==> src/rtl/udp_cmd_pkg.sv <==
// Shared types for the UDP command sequencer: opcodes, command word layout, FSM states.
package udp_cmd_pkg;

  typedef enum logic [1:0] {
    OP_NOP     = 2'b00,
    OP_WRITE   = 2'b01,
    OP_READ    = 2'b10,
    OP_SEQSYNC = 2'b11
  } op_t;

  typedef struct packed {
    op_t         op;
    logic [5:0]  seq;
    logic [7:0]  addr;
    logic [15:0] data;
  } cmd_t;

  localparam int unsigned S_IDLE_IDX  = 0;
  localparam int unsigned S_ISSUE_IDX = 1;
  localparam int unsigned S_RESP_IDX  = 2;

  typedef enum logic [2:0] {
    S_IDLE  = 3'(1 << S_IDLE_IDX),
    S_ISSUE = 3'(1 << S_ISSUE_IDX),
    S_RESP  = 3'(1 << S_RESP_IDX)
  } state_t;

  localparam logic [1:0] RSP_TAG = 2'b10;

endpackage

==> src/rtl/udp_cmd_fifo.sv <==
// First-word-fall-through command FIFO; pointers carry one extra wrap bit for full/empty.
module udp_cmd_fifo
  import udp_cmd_pkg::*;
#(
  parameter int unsigned DEPTH = 4
) (
  input  logic clk,
  input  logic reset,
  input  logic push,
  input  cmd_t push_data,
  input  logic pop,
  output cmd_t pop_data,
  output logic full,
  output logic empty
);

  localparam int unsigned AW = $clog2(DEPTH);

  logic [AW:0] wr_ptr_q, wr_ptr_d;
  logic [AW:0] rd_ptr_q, rd_ptr_d;
  logic        push_ok, pop_ok;
  cmd_t        mem_q [DEPTH];

  assign empty    = (wr_ptr_q == rd_ptr_q);
  assign full     = (wr_ptr_q[AW] != rd_ptr_q[AW]) && (wr_ptr_q[AW-1:0] == rd_ptr_q[AW-1:0]);
  assign pop_ok   = pop && !empty;
  assign push_ok  = push && (!full || pop_ok);
  assign pop_data = mem_q[rd_ptr_q[AW-1:0]];

  always_comb begin
    wr_ptr_d = wr_ptr_q;
    rd_ptr_d = rd_ptr_q;
    if (push_ok) wr_ptr_d = wr_ptr_q + (AW+1)'(1);
    if (pop_ok)  rd_ptr_d = rd_ptr_q + (AW+1)'(1);
  end

  always_ff @(posedge clk or posedge reset) begin
    if (reset) begin
      wr_ptr_q <= '0;
      rd_ptr_q <= '0;
    end else begin
      wr_ptr_q <= wr_ptr_d;
      rd_ptr_q <= rd_ptr_d;
    end
  end

  always_ff @(posedge clk) begin
    if (push_ok) mem_q[wr_ptr_q[AW-1:0]] <= push_data;
  end

endmodule

==> src/rtl/udp_cmd_sequencer.sv <==
// Buffers UDP command words, runs each as one register-bus transaction with ack timeout,
// returns read data over valid/ready. Optional sequence checking under UDP_CMD_SEQ_CHECK_EN.
module udp_cmd_sequencer
  import udp_cmd_pkg::*;
#(
  parameter int unsigned FIFO_DEPTH  = 4,
  parameter int unsigned ACK_TIMEOUT = 255
) (
  input  logic        clk,
  input  logic        reset,
  input  logic        rx_udp_dvld,
  input  logic [31:0] rx_udp_data,
  output logic        reg_req,
  output logic        reg_we,
  output logic [7:0]  reg_addr,
  output logic [15:0] reg_wdata,
  input  logic        reg_ack,
  input  logic [15:0] reg_rdata,
  output logic        rsp_vld,
  output logic [31:0] rsp_data,
  input  logic        rsp_rdy,
  output logic [7:0]  stat_ovf_cnt,
  output logic [7:0]  stat_tmo_cnt,
  output logic [7:0]  stat_seq_cnt
);

  localparam logic [15:0] TMO_LAST = 16'(ACK_TIMEOUT - 1);

  state_t      state_q, state_d;
  cmd_t        cmd_q, cmd_d;
  logic        req_q, req_d;
  logic [15:0] wait_q, wait_d;
  logic        rsp_vld_q, rsp_vld_d;
  logic [31:0] rsp_data_q, rsp_data_d;
  logic [7:0]  ovf_q, ovf_d;
  logic [7:0]  tmo_q, tmo_d;
  logic        start;

  cmd_t fifo_out;
  logic fifo_full, fifo_empty, fifo_pop, fifo_push;

`ifdef UDP_CMD_SEQ_CHECK_EN
  logic [5:0] exp_seq_q, exp_seq_d;
  logic [7:0] seq_err_q, seq_err_d;
  assign stat_seq_cnt = seq_err_q;
`else
  assign stat_seq_cnt = '0;
`endif

  assign fifo_pop  = (state_q == S_IDLE) && !fifo_empty;
  assign fifo_push = rx_udp_dvld && (!fifo_full || fifo_pop);

  udp_cmd_fifo #(.DEPTH(FIFO_DEPTH)) u_fifo (
    .clk       (clk),
    .reset     (reset),
    .push      (fifo_push),
    .push_data (cmd_t'(rx_udp_data)),
    .pop       (fifo_pop),
    .pop_data  (fifo_out),
    .full      (fifo_full),
    .empty     (fifo_empty)
  );

  always_comb begin
    state_d    = state_q;
    cmd_d      = cmd_q;
    req_d      = req_q;
    wait_d     = wait_q;
    rsp_vld_d  = rsp_vld_q;
    rsp_data_d = rsp_data_q;
    ovf_d      = ovf_q;
    tmo_d      = tmo_q;
    start      = 1'b0;
`ifdef UDP_CMD_SEQ_CHECK_EN
    exp_seq_d  = exp_seq_q;
    seq_err_d  = seq_err_q;
`endif
    if (rx_udp_dvld && !fifo_push && ovf_q != '1) ovf_d = ovf_q + 8'd1;

    unique case (state_q)
      S_IDLE: begin
        if (!fifo_empty) begin
          cmd_d = fifo_out;
          unique case (fifo_out.op)
            OP_WRITE, OP_READ: begin
`ifdef UDP_CMD_SEQ_CHECK_EN
              if (fifo_out.seq != exp_seq_q) begin
                if (seq_err_q != '1) seq_err_d = seq_err_q + 8'd1;
              end else begin
                exp_seq_d = fifo_out.seq + 6'd1;
                start     = 1'b1;
              end
`else
              start = 1'b1;
`endif
            end
            OP_SEQSYNC: begin
`ifdef UDP_CMD_SEQ_CHECK_EN
              exp_seq_d = fifo_out.seq + 6'd1;
`endif
            end
            OP_NOP: ;
          endcase
        end
        if (start) begin
          state_d = S_ISSUE;
          req_d   = 1'b1;
          wait_d  = '0;
        end
      end
      S_ISSUE: begin
        // An ack in the final allowed cycle wins over the timeout.
        if (reg_ack) begin
          req_d = 1'b0;
          if (cmd_q.op == OP_READ) begin
            rsp_vld_d  = 1'b1;
            rsp_data_d = {RSP_TAG, cmd_q.seq, cmd_q.addr, reg_rdata};
            state_d    = S_RESP;
          end else begin
            state_d = S_IDLE;
          end
        end else if (wait_q == TMO_LAST) begin
          req_d   = 1'b0;
          state_d = S_IDLE;
          if (tmo_q != '1) tmo_d = tmo_q + 8'd1;
        end else begin
          wait_d = wait_q + 16'd1;
        end
      end
      S_RESP: begin
        if (rsp_rdy) begin
          rsp_vld_d = 1'b0;
          state_d   = S_IDLE;
        end
      end
      default: state_d = S_IDLE;
    endcase
  end

  always_ff @(posedge clk or posedge reset) begin
    if (reset) begin
      state_q    <= S_IDLE;
      cmd_q      <= '0;
      req_q      <= 1'b0;
      wait_q     <= '0;
      rsp_vld_q  <= 1'b0;
      rsp_data_q <= '0;
      ovf_q      <= '0;
      tmo_q      <= '0;
`ifdef UDP_CMD_SEQ_CHECK_EN
      exp_seq_q  <= '0;
      seq_err_q  <= '0;
`endif
    end else begin
      state_q    <= state_d;
      cmd_q      <= cmd_d;
      req_q      <= req_d;
      wait_q     <= wait_d;
      rsp_vld_q  <= rsp_vld_d;
      rsp_data_q <= rsp_data_d;
      ovf_q      <= ovf_d;
      tmo_q      <= tmo_d;
`ifdef UDP_CMD_SEQ_CHECK_EN
      exp_seq_q  <= exp_seq_d;
      seq_err_q  <= seq_err_d;
`endif
    end
  end

  assign reg_req      = req_q;
  assign reg_we       = (cmd_q.op == OP_WRITE);
  assign reg_addr     = cmd_q.addr;
  assign reg_wdata    = cmd_q.data;
  assign rsp_vld      = rsp_vld_q;
  assign rsp_data     = rsp_data_q;
  assign stat_ovf_cnt = ovf_q;
  assign stat_tmo_cnt = tmo_q;

endmodule

==> config.mk <==
export PLATFORM = sky130hd
export DESIGN_NAME = udp_cmd_sequencer
export DESIGN_NICKNAME = d
export VERILOG_FILES = /design/src/rtl/udp_cmd_pkg.sv /design/src/rtl/udp_cmd_fifo.sv /design/src/rtl/udp_cmd_sequencer.sv
export SDC_FILE = /design/constraint.sdc
export NUM_CORES = 1
export LEC_CHECK = 0
export CAP_MARGIN = 20
export CELL_PAD_IN_SITES_DETAIL_PLACEMENT = 0
export CELL_PAD_IN_SITES_GLOBAL_PLACEMENT = 1
export CORE_ASPECT_RATIO = 1.25
export CORE_MARGIN = 4
export CORE_UTILIZATION = 46
export CTS_CLUSTER_SIZE = 12
export DETAILED_ROUTE_END_ITERATION = 7
export GPL_TIMING_DRIVEN = 1
export PLACE_DENSITY_LB_ADDON = 0.1
export SYNTH_ARGS = -nofsm -noshare
export SYNTH_HDL_FRONTEND = slang
export SYNTH_SLANG_ARGS = --single-unit
==> constraint.sdc <==
create_clock -name clk -period 4.75 [get_ports clk]
set_clock_uncertainty 0.2 [all_clocks]
set_input_delay 0.95 -clock clk [delete_from_list [all_inputs] [get_ports clk]]
set_output_delay 0.95 -clock clk [all_outputs]
set_load 0.005 [all_outputs]
==> qor.yml <==
powerDensity_nw_per_um2: 594
slew-limit-headroom_pct: 39.3
multiInputGateArea_um2: 2560
numCtsBuffers: 25
cts.sinks: 234
cts_htree_levels: 1
grt_pass1_wl_mm: 27.9
track_usage_pct: 15.4
path_class: "reg -> reg"
synth_top_area_share_pct: 40.9
grt_use_met2_pct: 27.4
clkTransAtPathRegs_ns: 0.06
diodes: 0
grt_max_degree: 68
crit-reg2reg-launch: "wait_q[0]$_DFFE_PP0P_"
start_util_pct: 46.8
rsz0062_at_grt: "no"
nNetsFinal: 722
clk_latency_ns: 0.50
setup_tns_ns: 0
yosysSeqAreaShare_pct: 69.1
drv_slew: 0
post_cts_resized: 0
status: "completed"
rows: 58
ctsLongestPathBuffers: 3
synth_edf_count: 128
grt.met3_usage_pct: 3.11
die_w_um: 136
wire_per_inst_um: 18.2
yosysUniqueCellTypes: 40
grt_busiest_layer: "met2"
yosys.area.top_type: "edfxtp_1"
syn_area_um2: 9410
nFillCells: 1596
start_kind: "flop"
syn2layout_area_growth_pct: 22.2
fin_cells: 948
dp_hpwl_mm: 11.1
fin_ws_ns: 1.84
r2r_cells: 7
yosys_warnings: 0
r2r_slack_ns: 1.84
cts_setup_buffers: 0
layout_commonest_cell: "edfxtp_1"
synth_area_leaders: "edfxtp_1 (41%), dfrtp_1 (28%), mux2_2 (7.7%)"
cp_max_fo: 16
hold_end: "rsp_data[31]$_DFFE_PP0N_"
seqCellArea_um2: 6500
rr_endpoint: "wait_q[9]$_DFFE_PP0P_"
min-delay-start: "rsp_data[31]$_DFFE_PP0N_"
drive_gt1_share_pct: 22.1
min_path_type: "reg -> reg"
drc: 0
core-area_um2: 20100
viasPerCell: 5.16
die_h_um: 168
maxCapViolCount: 0
synth_ff_type: "edfxtp_1"
layout_common_cells: "edfxtp_1 (128), clkdlybuf4s50_1 (126), dfrtp_1 (103), mux2_2 (64), mux4_2 (32)"
routabilityCongestion: 0.770
worstPathArrival_ns: 3.09
vdd_ir_drop_max_v: 0.000314
postCtsHoldBufs: 0
syn_inst: 548
wl_mm: 17.3
tightestPinTransition_ns: 0.911
io_pins: 136
drt-initial-drc-count: 193
post-route-period-util_pct: 61.2
worstHoldPathCells: 1
antenna_found_initial: 0
grt_pass1_vias: 5313
whs_ns: 0.277
hold_viol_final: 0
firstDrtPassIters: 4
tritoncts: "yes"
cp-end-kind: "flop"
ant_nets: 0
numPortBuffers: 126
max_clock_freq_ghz: 0.344
finalSetupViolCount: 0
cts-root-buf: "clkbuf_16"
avgSynthCellArea_um2: 17.2
synthArstFlopShare_pct: 45.3
p_leak_nw: 4.37
num_vias: 4888
required_ns: 4.94
finalPower_mw: 6.83
die_area_um2: 22800
place_ws_ns: 1.44
place_inst: 903
met1_usage_pct: 19.4
finalCriticalPeriod_ns: 2.91
ys_ff_latch: 234
overflow: 0
[cells by family after synthesis]
logic type      Yosys count  synth area share, %
other cells               1               0.0399
buf+inv                  61                 4.06
mux                      97                 15.5
simple gates            100                 6.03
xor+xnor                 35                 3.26
flops                   234                 69.1
fa+ha+maj                 9                 1.20
compound gates           11                0.851
[final cells by class]
class,instances,area share (%)
repair buffers,132,11.4
clock buffers,39,6.16
well taps,270,2.94
inverters,6,0.218
clock inverters,6,0.457
flip-flops and latches,234,56.6
multi-input cells,261,22.3
[per-layer routing]
layer  part of all wire, %  up-vias
met3                   5.5       26
met5                     0        -
li1                      -     2236
met4                   1.5        0
met1                    41     2500
met2                    52      126
[synthesized netlist by cell type (all sizes together), types with 2 or more instances]
cell type	number
mux4	32
clkbuf	9
nand4	21
o21ai	3
a31oi	2
xnor2	15
and4	4
or2	2
ha	9
nor2b	3
nand2	14
nor3b	2
nand2b	4
edfxtp	128
a21o	2
nand3	10
nor3	5
mux2	65
and2	6
xor2	20
nor2	16
dfrtp	105
nor4	2
and3	8
inv	6
buf	46
[registers in the layout, summed over array words and instances, names as in the netlist, 3 cells and up]
signal           cells
stat_ovf_cnt         8
cmd_q                8
state_q              3
u_fifo.wr_ptr_q      3
wait_q              16
stat_tmo_cnt         8
reg_addr             8
u_fifo.rd_ptr_q      3
u_fifo.mem_q       128
rsp_data            31
reg_wdata           16
[worst max-delay path: stages, from the launching register on]
cell and delay [ns]:
dfrtp_1 0.40, inv_1 0.10, ha_1 0.18, nor4b_1 0.38, nand4_1 0.69, nand2_1 0.44, nand2b_4 0.11, mux2_4 0.30
[through the flow]
step                      util (%)  cell area [µm²]
after floorplan                  -             9440
after global placement        53.4            10700
after detailed placement      53.4            10700
after CTS                     57.2            11500
after global routing          57.2            11500
final                         57.2            11500
[how the worst max path moves through the flow]
stage,startpoint,endpoint,slack (ns),cells after the start
2_1_floorplan,reset,cmd_q[24]$_DFFE_PP0P_,0.81,1
3_3_place_gp,rx_udp_dvld,u_fifo.mem_q[3][0]$_DFFE_PP_,1.53,3
3_5_place_dp,rx_udp_dvld,u_fifo.mem_q[3][0]$_DFFE_PP_,1.44,3
4_1_cts,u_fifo.rd_ptr_q[0]$_DFFE_PP0P_,u_fifo.mem_q[3][28]$_DFFE_PP_,1.83,4
5_1_grt,u_fifo.rd_ptr_q[0]$_DFFE_PP0P_,u_fifo.mem_q[3][30]$_DFFE_PP_,1.66,4
6_report,wait_q[0]$_DFFE_PP0P_,wait_q[9]$_DFFE_PP0P_,1.84,7
[report_power, final]
group | total, mW | switching [mW] | internal, mW
Clock | 1.79 | 0.721 | 1.07
Sequential | 3.01 | 0.288 | 2.72
Combinational | 2.02 | 0.832 | 1.19
Note: power is estimated with default switching activity, not from simulation.
